`src/rtl/mapper_mem_resp_pkg.sv`:
```
// Shared types and constants for the slot mapper memory responder.
// Access classification is decided once, at request capture.
package mapper_mem_resp_pkg;

  typedef enum logic [1:0] {
    IDLE,
    SRAM_RD,
    SDRAM_WAIT,
    DONE
  } resp_state_t;

  typedef enum logic [2:0] {
    ACC_NONE,
    ACC_SRAM_WR,
    ACC_SRAM_RD,
    ACC_HIT,
    ACC_SDRAM
  } acc_kind_t;

  localparam logic [7:0] DATA_NONE = 8'hFF;

  // SRAM select wins over SDRAM; only SDRAM reads can be served from the cache.
  function automatic acc_kind_t classify(input logic rnw, input logic ram_cs,
                                         input logic sram_cs, input logic hit);
    acc_kind_t kind;
    kind = ACC_NONE;
    if (sram_cs) begin
      kind = rnw ? ACC_SRAM_RD : ACC_SRAM_WR;
    end else if (ram_cs) begin
      kind = (rnw && hit) ? ACC_HIT : ACC_SDRAM;
    end
    return kind;
  endfunction

endpackage

```
`src/rtl/mapper_mem_responder_if.sv`:
```
// CPU-side memory bus between the slot mapper aggregation and the responder.
// master = mapper/CPU side, slave = memory responder.
interface mapper_mem_responder_if #(
  parameter int ADDR_W = 27
) ();

  logic              req;
  logic [ADDR_W-1:0] addr;
  logic              rnw;
  logic              ram_cs;
  logic              sram_cs;
  logic [7:0]        din;
  logic [7:0]        dout;
  logic              done;
  logic              wait_n;

  modport master (
    output req, addr, rnw, ram_cs, sram_cs, din,
    input  dout, done, wait_n
  );

  modport slave (
    input  req, addr, rnw, ram_cs, sram_cs, din,
    output dout, done, wait_n
  );

endinterface

```
`src/rtl/mapper_mem_resp_cache.sv`:
```
// Single-entry read cache in front of the SDRAM port.
// Tags are full bus addresses, shared by SRAM and SDRAM writes for invalidation.
module mapper_mem_resp_cache #(
  parameter int ADDR_W = 27
) (
  input  logic              clk,
  input  logic              reset,
  input  logic [ADDR_W-1:0] lookup_addr,
  output logic              hit,
  output logic [7:0]        hit_data,
  input  logic              fill,
  input  logic [ADDR_W-1:0] fill_addr,
  input  logic [7:0]        fill_data,
  input  logic              inval,
  input  logic [ADDR_W-1:0] inval_addr
);

  logic [ADDR_W-1:0] tag_reg;
  logic [7:0]        data_reg;
  logic              valid_reg;

  always_ff @(posedge clk or posedge reset) begin
    if (reset) begin
      tag_reg   <= '0;
      data_reg  <= '0;
      valid_reg <= 1'b0;
    end else if (fill) begin
      tag_reg   <= fill_addr;
      data_reg  <= fill_data;
      valid_reg <= 1'b1;
    end else if (inval && (tag_reg == inval_addr)) begin
      valid_reg <= 1'b0;
    end
  end

  assign hit      = valid_reg && (tag_reg == lookup_addr);
  assign hit_data = data_reg;

endmodule

```
`src/rtl/mapper_mem_responder.sv`:
```
// Memory-side responder: services mapper requests from SDRAM, on-chip SRAM
// or a one-entry read cache, and returns data with a done/wait handshake.
module mapper_mem_responder
  import mapper_mem_resp_pkg::*;
#(
  parameter int ADDR_W  = 27,
  parameter int SRAM_AW = 18,
  parameter int TIMEOUT = 255
) (
  input  logic               clk,
  input  logic               reset,
  mapper_mem_responder_if.slave bus,
  output logic               err_timeout,
  output logic               err_overrun,
  output logic               sdram_req,
  output logic [ADDR_W-1:0]  sdram_addr,
  output logic               sdram_we,
  output logic [7:0]         sdram_din,
  input  logic               sdram_ack,
  input  logic [7:0]         sdram_dout,
  output logic [SRAM_AW-1:0] sram_addr,
  output logic               sram_we,
  output logic [7:0]         sram_din,
  input  logic [7:0]         sram_dout
);

  localparam logic [7:0] TIMEOUT_CNT = 8'(TIMEOUT);

  resp_state_t       state_reg, state_next;
  acc_kind_t         kind_reg, kind_in;

  logic [ADDR_W-1:0] req_addr_reg;
  logic              req_rnw_reg;
  logic [7:0]        req_din_reg;
  logic [7:0]        cnt_reg;

  logic [7:0]        dout_reg;
  logic              done_reg;
  logic              sram_we_reg;
  logic              sdram_req_reg;
  logic [ADDR_W-1:0] sdram_addr_reg;
  logic              sdram_we_reg;
  logic [7:0]        sdram_din_reg;
  logic              err_timeout_reg;
  logic              err_overrun_reg;

  logic              accept;
  logic              sdram_take;
  logic              sdram_abort;
  logic [ADDR_W-1:0] lookup_addr;
  logic              cache_hit;
  logic [7:0]        cache_data;

  assign accept      = (state_reg == IDLE) && bus.req;
  assign sdram_take  = (state_reg == SDRAM_WAIT) && sdram_ack;
  // An ack arriving on the limit cycle still completes the access normally.
  assign sdram_abort = (state_reg == SDRAM_WAIT) && !sdram_ack && (cnt_reg == TIMEOUT_CNT);

  // Look up the incoming address while idle, the latched one while serving a hit.
  assign lookup_addr = (state_reg == IDLE) ? bus.addr : req_addr_reg;
  assign kind_in     = classify(bus.rnw, bus.ram_cs, bus.sram_cs, cache_hit);

  mapper_mem_resp_cache #(
    .ADDR_W(ADDR_W)
  ) u_cache (
    .clk        (clk),
    .reset      (reset),
    .lookup_addr(lookup_addr),
    .hit        (cache_hit),
    .hit_data   (cache_data),
    .fill       (sdram_take && req_rnw_reg),
    .fill_addr  (req_addr_reg),
    .fill_data  (sdram_dout),
    .inval      (accept && !bus.rnw && (bus.ram_cs || bus.sram_cs)),
    .inval_addr (bus.addr)
  );

  always_ff @(posedge clk or posedge reset) begin
    if (reset) begin
      state_reg <= IDLE;
    end else begin
      state_reg <= state_next;
    end
  end

  // SDRAM completion returns straight to IDLE so done lands on ack + 1.
  always_comb begin
    state_next = state_reg;
    case (state_reg)
      IDLE: begin
        if (bus.req) begin
          case (kind_in)
            ACC_SRAM_RD: state_next = SRAM_RD;
            ACC_SDRAM:   state_next = SDRAM_WAIT;
            default:     state_next = DONE;
          endcase
        end
      end
      SRAM_RD:    state_next = DONE;
      SDRAM_WAIT: if (sdram_take || sdram_abort) state_next = IDLE;
      DONE:       state_next = IDLE;
      default:    state_next = IDLE;
    endcase
  end

  always_ff @(posedge clk or posedge reset) begin
    if (reset) begin
      kind_reg        <= ACC_NONE;
      req_addr_reg    <= '0;
      req_rnw_reg     <= 1'b1;
      req_din_reg     <= '0;
      cnt_reg         <= '0;
      dout_reg        <= DATA_NONE;
      done_reg        <= 1'b0;
      sram_we_reg     <= 1'b0;
      sdram_req_reg   <= 1'b0;
      sdram_addr_reg  <= '0;
      sdram_we_reg    <= 1'b0;
      sdram_din_reg   <= '0;
      err_timeout_reg <= 1'b0;
      err_overrun_reg <= 1'b0;
    end else begin
      done_reg    <= (state_reg == DONE) || sdram_take || sdram_abort;
      sram_we_reg <= accept && (kind_in == ACC_SRAM_WR);

      if (bus.req && (state_reg != IDLE)) err_overrun_reg <= 1'b1;
      if (sdram_abort)                    err_timeout_reg <= 1'b1;

      if (accept) begin
        kind_reg     <= kind_in;
        req_addr_reg <= bus.addr;
        req_rnw_reg  <= bus.rnw;
        req_din_reg  <= bus.din;
        cnt_reg      <= '0;
      end else if (state_reg == SDRAM_WAIT) begin
        cnt_reg <= cnt_reg + 8'd1;
      end

      if (accept && (kind_in == ACC_SDRAM)) begin
        sdram_req_reg  <= 1'b1;
        sdram_addr_reg <= bus.addr;
        sdram_we_reg   <= ~bus.rnw;
        sdram_din_reg  <= bus.din;
      end else if (sdram_take || sdram_abort) begin
        sdram_req_reg <= 1'b0;
      end

      // Writes leave dout alone; it only moves on read completion or abort.
      if (state_reg == DONE) begin
        case (kind_reg)
          ACC_NONE:    dout_reg <= DATA_NONE;
          ACC_SRAM_RD: dout_reg <= sram_dout;
          ACC_HIT:     dout_reg <= cache_data;
          default:     ;
        endcase
      end else if (sdram_take && req_rnw_reg) begin
        dout_reg <= sdram_dout;
      end else if (sdram_abort) begin
        dout_reg <= DATA_NONE;
      end
    end
  end

  assign bus.dout    = dout_reg;
  assign bus.done    = done_reg;
  assign bus.wait_n  = ~(bus.req | (state_reg != IDLE));

  assign err_timeout = err_timeout_reg;
  assign err_overrun = err_overrun_reg;
  assign sdram_req   = sdram_req_reg;
  assign sdram_addr  = sdram_addr_reg;
  assign sdram_we    = sdram_we_reg;
  assign sdram_din   = sdram_din_reg;
  assign sram_addr   = req_addr_reg[SRAM_AW-1:0];
  assign sram_we     = sram_we_reg;
  assign sram_din    = req_din_reg;

endmodule

```
`src/flat_wrapper.sv`:
```
// flat-port wrapper written by rule: the top's interface ports become plain ports
module mapper_mem_responder_flat import mapper_mem_resp_pkg::*;
#(
  parameter int ADDR_W  = 27,
  parameter int SRAM_AW = 18,
  parameter int TIMEOUT = 255
)
  (clk, reset, err_timeout, err_overrun, sdram_req, sdram_addr, sdram_we, sdram_din, sdram_ack, sdram_dout, sram_addr, sram_we, sram_din, sram_dout, bus_req, bus_addr, bus_rnw, bus_ram_cs, bus_sram_cs, bus_din, bus_dout, bus_done, bus_wait_n);
  mapper_mem_responder_if #(.ADDR_W(ADDR_W)) bus_i ();
  input  logic clk;
  input  logic reset;
  output logic err_timeout;
  output logic err_overrun;
  output logic sdram_req;
  output logic [ADDR_W-1:0] sdram_addr;
  output logic sdram_we;
  output logic [7:0] sdram_din;
  input  logic sdram_ack;
  input  logic [7:0] sdram_dout;
  output logic [SRAM_AW-1:0] sram_addr;
  output logic sram_we;
  output logic [7:0] sram_din;
  input  logic [7:0] sram_dout;
  input wire logic [$bits(bus_i.req)-1:0] bus_req;
  input wire logic [$bits(bus_i.addr)-1:0] bus_addr;
  input wire logic [$bits(bus_i.rnw)-1:0] bus_rnw;
  input wire logic [$bits(bus_i.ram_cs)-1:0] bus_ram_cs;
  input wire logic [$bits(bus_i.sram_cs)-1:0] bus_sram_cs;
  input wire logic [$bits(bus_i.din)-1:0] bus_din;
  output wire logic [$bits(bus_i.dout)-1:0] bus_dout;
  output wire logic [$bits(bus_i.done)-1:0] bus_done;
  output wire logic [$bits(bus_i.wait_n)-1:0] bus_wait_n;
  assign bus_i.req = bus_req;
  assign bus_i.addr = bus_addr;
  assign bus_i.rnw = bus_rnw;
  assign bus_i.ram_cs = bus_ram_cs;
  assign bus_i.sram_cs = bus_sram_cs;
  assign bus_i.din = bus_din;
  assign bus_dout = bus_i.dout;
  assign bus_done = bus_i.done;
  assign bus_wait_n = bus_i.wait_n;
  mapper_mem_responder #(.ADDR_W(ADDR_W), .SRAM_AW(SRAM_AW), .TIMEOUT(TIMEOUT)) u_core (.clk(clk), .reset(reset), .bus(bus_i), .err_timeout(err_timeout), .err_overrun(err_overrun), .sdram_req(sdram_req), .sdram_addr(sdram_addr), .sdram_we(sdram_we), .sdram_din(sdram_din), .sdram_ack(sdram_ack), .sdram_dout(sdram_dout), .sram_addr(sram_addr), .sram_we(sram_we), .sram_din(sram_din), .sram_dout(sram_dout));
endmodule
```
`config.mk`:
```
export PLATFORM = sky130hd
export DESIGN_NAME = mapper_mem_responder_flat
export DESIGN_NICKNAME = d
export VERILOG_FILES = /design/src/rtl/mapper_mem_resp_pkg.sv /design/src/rtl/mapper_mem_responder_if.sv /design/src/rtl/mapper_mem_resp_cache.sv /design/src/rtl/mapper_mem_responder.sv /design/src/flat_wrapper.sv
export SDC_FILE = /design/constraint.sdc
export NUM_CORES = 1
export LEC_CHECK = 0
export ABC_AREA = 1
export CAP_MARGIN = 25
export CORE_AREA = 2 2 112 141
export CTS_CLUSTER_SIZE = 8
export DETAILED_ROUTE_END_ITERATION = 8
export DIE_AREA = 0 0 114 143
export GPL_TIMING_DRIVEN = 0
export PLACE_DENSITY_LB_ADDON = 0.2
export SLEW_MARGIN = 10
export SYNTH_ARGS = -nofsm -noshare
export SYNTH_HDL_FRONTEND = slang
export SYNTH_SLANG_ARGS = --single-unit
export TNS_END_PERCENT = 100
```
`constraint.sdc`:
```
create_clock -name clk -period 8.74 [get_ports clk]
set_input_delay 2.185 -clock clk [delete_from_list [all_inputs] [get_ports clk]]
set_output_delay 2.185 -clock clk [all_outputs]
set_load 0.02 [all_outputs]
```
# Word level (Yosys, flattened, before mapping)
# Cells that the tools add are included.
# word_totals
register_bits	134
output_inout_bits	76
word_cells	83
# op_classes
addsub	1
n_eq_ne	14
mux	19
bitwise_logic	3
n_reduce_logical	28
# op_table
op	count
$eq A27 B27 Y1	2
$mux W8	5
$mux W27	1
$pmux W8 S3	1
$logic_and A1 B1 Y1	13
$eq A3 B2 Y1 const B	3
$mux W3	3
$add A8 B1 Y8 const B	1
$eq A8 B8 Y1 const B	1
$pmux W2 S4	1
$reduce_bool A2 Y1	4
$mux W2	3
$eq A2 B2 Y1 const B	2
$logic_or A1 B1 Y1	4
$mux W1	4
$ne A2 B2 Y1 const B	2
$ne A4 B4 Y1 const B	1
$pmux W2 S2	1
$reduce_and A2 Y1	2
$eq A3 B1 Y1 const B	1
$eq A3 B3 Y1 const B	1
$logic_not A3 Y1	1
$reduce_bool A3 Y1	1
$eq A2 B1 Y1 const B	1
4 further kinds	6

# Logic depth before layout (Yosys ltp)
# depth
word_depth	12
mapped_depth	16

# Modules after synthesis
# Synthesis repeated with hierarchy kept, for this count alone.
# unflattened
hier_cells	918
hier_area_um2	6980.4
# by_module_without_submodules
mod	n_inst	cells_each	area_each_um2
mapper_mem_responder	1	568	4769.6
mapper_mem_resp_cache	1	350	2210.9

# Worst setup path before layout
# OpenSTA, ideal clock, no wires.
# synth_timing
path_kind	input-to-output
startpoint	in bus_req
endpoint	out bus_wait_n
t_arrival_ps	2508
slack_ps	4047
stages	1
cell_sequence	nor2_1
# synth_via
elab_chain_cells	2
# synth_rtl
element	line	text
from (decl)	flat_wrapper.sv:24	input wire logic [$bits(bus_i.req)-1:0] bus_req;
$or A1 B1 Y1	mapper_mem_responder.sv:166	assign bus.wait_n = ~(bus.req | (state_reg != IDLE));
$not A1 Y1	mapper_mem_responder.sv:166	
to (decl)	flat_wrapper.sv:32	output wire logic [$bits(bus_i.wait_n)-1:0] bus_wait_n;
# No other way between the ends.

# Worst setup path after layout
# Same ends and word-level chain as after synthesis.

==> impl_table.tex <==
\begin{tabular}{lr}
\hline
Metric & Value \\
\hline
\multicolumn{2}{l}{\textbf{Status}} \\
\quad Result of the run & finished, final reports clean \\
\multicolumn{2}{l}{\textbf{Layout}} \\
\quad Layout net count & 1010 \\
\quad P\&R area growth vs syn & 33.7\% \\
\quad Final cell count without fillers & 1146 \\
\quad Ratio of cells with drive above 1 in the final layout & 11.0\% \\
\quad Fin area & 8810 sq um \\
\quad Diodes inserted & 0 \\
\quad Utilization of the core after routing & 59.2\% \\
\multicolumn{2}{l}{\textbf{Synth}} \\
\quad Cell accounting for the most synthesized area & sky130\_fd\_sc\_hd\_\_dfrtp\_1 \\
\quad Area of the mapped netlist & 6590 sq um \\
\quad Number of distinct library cell variants in the gate-level netlist after synthesis & 36 \\
\quad \#FFs+latches synth & 134 \\
\quad Cell count after synthesis & 798 \\
\quad Share of the synthesized area in the top cell type & 47.5\% \\
\quad Synth top area cells & sky130\_fd\_sc\_hd\_\_dfrtp\_1 47\%, sky130\_fd\_sc\_hd\_\_nand2\_1 14\%, sky130\_fd\_sc\_hd\_\_inv\_1 6.4\%, sky130\_fd\_sc\_hd\_\_o21ai\_0 6.2\%, sky130\_fd\_sc\_hd\_\_dfstp\_2 3.6\% \\
\quad Synthesized net count & 857 \\
\quad Warning count from the yosys run & 0 \\
\quad Sequential element share of the synthesized area & 51.1\% \\
\quad Mapped Avg Cell Area & 8.26 sq um \\
\multicolumn{2}{l}{\textbf{STA}} \\
\quad Total setup violations reported at the end of the flow & 0 \\
\quad Fin Hold WS & 0.470 ns \\
\quad Total negative slack & 0 ns \\
\quad Slew at the pin with the worst max-slew slack & 0.685 ns \\
\quad RSZ-0062 raised after global routing & false \\
\quad Time the worst path needs with I/O delays and setup & 5.66 ns \\
\quad Final count of hold timing violations & 0 \\
\quad Max frequency & 177 MHz \\
\quad Final worst clock skew & 0.0105 ns \\
\quad Final max-slew violation count & 0 \\
\quad Headroom to the max-slew limit & 54.0\% \\
\quad Crit share post-route & 64.8\% \\
\multicolumn{2}{l}{\textbf{Detailed routing}} \\
\quad Vias after detailed routing & 5789 \\
\quad Aggregate routed wire length & 18.5 mm \\
\quad Routed via count divided by cell count & 5.05 \\
\quad Post-route DRC & 0 \\
\quad Initial DRT Pass Iterations & 5 \\
\quad Starting DRC count in detailed routing & 409 \\
\quad Remaining antenna violation count after routing & 0 \\
\quad Avg WL per Cell & 16.1 um \\
\multicolumn{2}{l}{\textbf{Worst setup path}} \\
\quad Maximum fanout along the worst path & 4 \\
\quad Setup crit start kind & primary input \\
\quad Data required time at the worst endpoint & 6.56 ns \\
\quad Crit path arrival time & 3.48 ns \\
\quad Type of element capturing the critical path & output port \\
\quad Type of the worst setup path & in -> out \\
\multicolumn{2}{l}{\textbf{Place}} \\
\quad Placed wire-length estimate after detailed placement & 13.2 mm \\
\quad RePlAce Congestion & 0.894 \\
\quad Total placed cells including tap cells & 1114 \\
\quad Number of input and output port buffers inserted & 133 \\
\quad Post-Place Cell Area & 8180 sq um \\
\multicolumn{2}{l}{\textbf{GRT}} \\
\quad Met2 GRT Util & 39.8\% \\
\quad Pin count of the biggest net entering global routing & 82 \\
\quad Overflow after GRT & 0 \\
\quad Layer with the highest usage after global routing & met2 \\
\quad Via count of the first global-routing pass & 5728 \\
\quad GRT Total Usage & 23.4\% \\
\quad Number of antenna violations at the first check in global routing & 0 \\
\quad Met1 layer usage reported by global route & 30.1\% \\
\quad Wire length of the first global-routing pass & 29.4 mm \\
\quad Met3 usage in global routing & 4.29\% \\
\multicolumn{2}{l}{\textbf{CTS}} \\
\quad Maximum buffer depth of the clock tree & 2 \\
\quad Count of cells resized by post-cts repair & 0 \\
\quad CTS tree & yes \\
\quad \# H-tree levels & 4 \\
\quad Number of buffers inserted by hold repair at cts & 0 \\
\quad Total setup buffers inserted after CTS & 0 \\
\quad Clock latency at the later pin of the worst-skew pair & 0.42 ns \\
\quad CTS Buf Count & 17 \\
\quad Clock sinks & 134 \\
\quad Master cell of the clock root buffer & sky130\_fd\_sc\_hd\_\_clkbuf\_16 \\
\quad Worst-path clk slew & 0.06 ns \\
\multicolumn{2}{l}{\textbf{Floorplan}} \\
\quad Initial cell density of the core & 44.3\% \\
\quad Die outline width & 114 um \\
\quad I/O pin count & 134 \\
\quad Rows & 50 \\
\quad Die Span Y & 143 um \\
\quad Core region area & 14900 sq um \\
\quad Full die area & 16300 sq um \\
\multicolumn{2}{l}{\textbf{Min path}} \\
\quad HP Class & reg -> reg \\
\multicolumn{2}{l}{\textbf{Job}} \\
\quad Number of max-cap violations & 0 \\
\multicolumn{2}{l}{\textbf{Pwr}} \\
\quad Largest vdd supply drop & 0.199 mV \\
\quad Leakage component of the power & 4.21 nW \\
\quad Power density normalized to cell area & 388 nW/um\^{}2 \\
\hline
\end{tabular}
-- cells in the final DEF, fill, tap and decap left out, types with 15 or more instances in the layout --
cell and n:
sky130_fd_sc_hd__clkbuf_16 17, sky130_fd_sc_hd__xnor2_1 15, sky130_fd_sc_hd__dfrtp_1 125, sky130_fd_sc_hd__clkdlybuf4s50_1 133, sky130_fd_sc_hd__nand3_1 21, sky130_fd_sc_hd__inv_1 112
sky130_fd_sc_hd__nand2_1 240, sky130_fd_sc_hd__o21ai_1 25, sky130_fd_sc_hd__o21ai_0 82, sky130_fd_sc_hd__nor2_1 32, sky130_fd_sc_hd__buf_4 18, sky130_fd_sc_hd__o21ai_2 15
sky130_fd_sc_hd__clkbuf_1 16
-- path summary, 6_finish.rpt --
check                                      endpoint                 from  slack, ns  cells past startpoint
worst max-delay path                     bus_wait_n              bus_req       3.08                      3
worst min-delay path             u_core.bus.dout[1]   u_core.bus.dout[1]       0.47                      2
worst max register to register     u_core.sdram_req  u_core.state_reg[0]       6.37                     10
worst min register to register   u_core.bus.dout[1]   u_core.bus.dout[1]       0.47                      2
max in group asynchronous        u_core.bus.dout[4]                reset       5.75                      3
min in group asynchronous       u_core.sdram_din[0]                reset       2.18                      2
-- critical path, stage by stage --
cell and delay, ns:
sky130_fd_sc_hd__clkdlybuf4s50_1 0.47, sky130_fd_sc_hd__nor2_1 0.19, sky130_fd_sc_hd__clkdlybuf4s50_1 0.63
-- stage by stage --
step / worst slack, ns / power (mW)
floorplan: 2.99 / 2.03
global placement: 0.983 / 2.62
detailed placement: 3.09 / 2.65
CTS: 3.09 / 3.43
global route: 3.03 / 3.65
finish: 3.08 / 3.41
-- routing by layer --
layer / vias to the layer above / routed length [um]
li1: 2832 / -
met1: 2760 / 7950
met2: 167 / 9220
met3: 30 / 899
met4: 0 / 411
met5: - / 0
-- Yosys cell counts, drive strengths merged --
cell type	count
a21oi	10
a22oi	8
and2	1
buf	30
clkbuf	16
dfrtp	125
dfstp	9
ha	1
inv	115
mux2	10
nand2	241
nand3	22
nand3b	2
nand4	4
nor2	35
nor3	5
nor4	3
o2111ai	1
o211ai	1
o21a	1
o21ai	122
o21bai	1
o221ai	9
o22ai	10
or2	1
xnor2	15
-- layout make-up --
| class | count | area [sq um] |
|---|---|---|
| Fill cell | 1343 | 6080 |
| Buffer | 46 | 319 |
| Clock inverter | 14 | 199 |
| Timing Repair Buffer | 134 | 1360 |
| Tap cell | 182 | 228 |
| Sequential cell | 134 | 3360 |
| Clock buffer | 18 | 429 |
| Multi-Input combinational cell | 503 | 2470 |
| Inverter | 115 | 437 |
-- power by group --
part | leakage, nW | internal, mW | total (mW) | switching [mW]
Sequential | 1.65 | 0.910 | 1.11 | 0.197
Combinational | 2.25 | 0.672 | 1.53 | 0.862
Clock | 0.305 | 0.481 | 0.773 | 0.292
-- cells by family after synthesis --
logic type / synth area share (%)
adder cells (fa/ha/maj): 0.190
AO/OA/AOI/OAI: 14.4
flip-flops: 51.1
XOR/XNOR: 1.99
buffers and inverters: 11.4
multiplexers: 1.71
AND/OR/NAND/NOR: 19.2
Note: power is estimated with default switching activity, not from simulation.
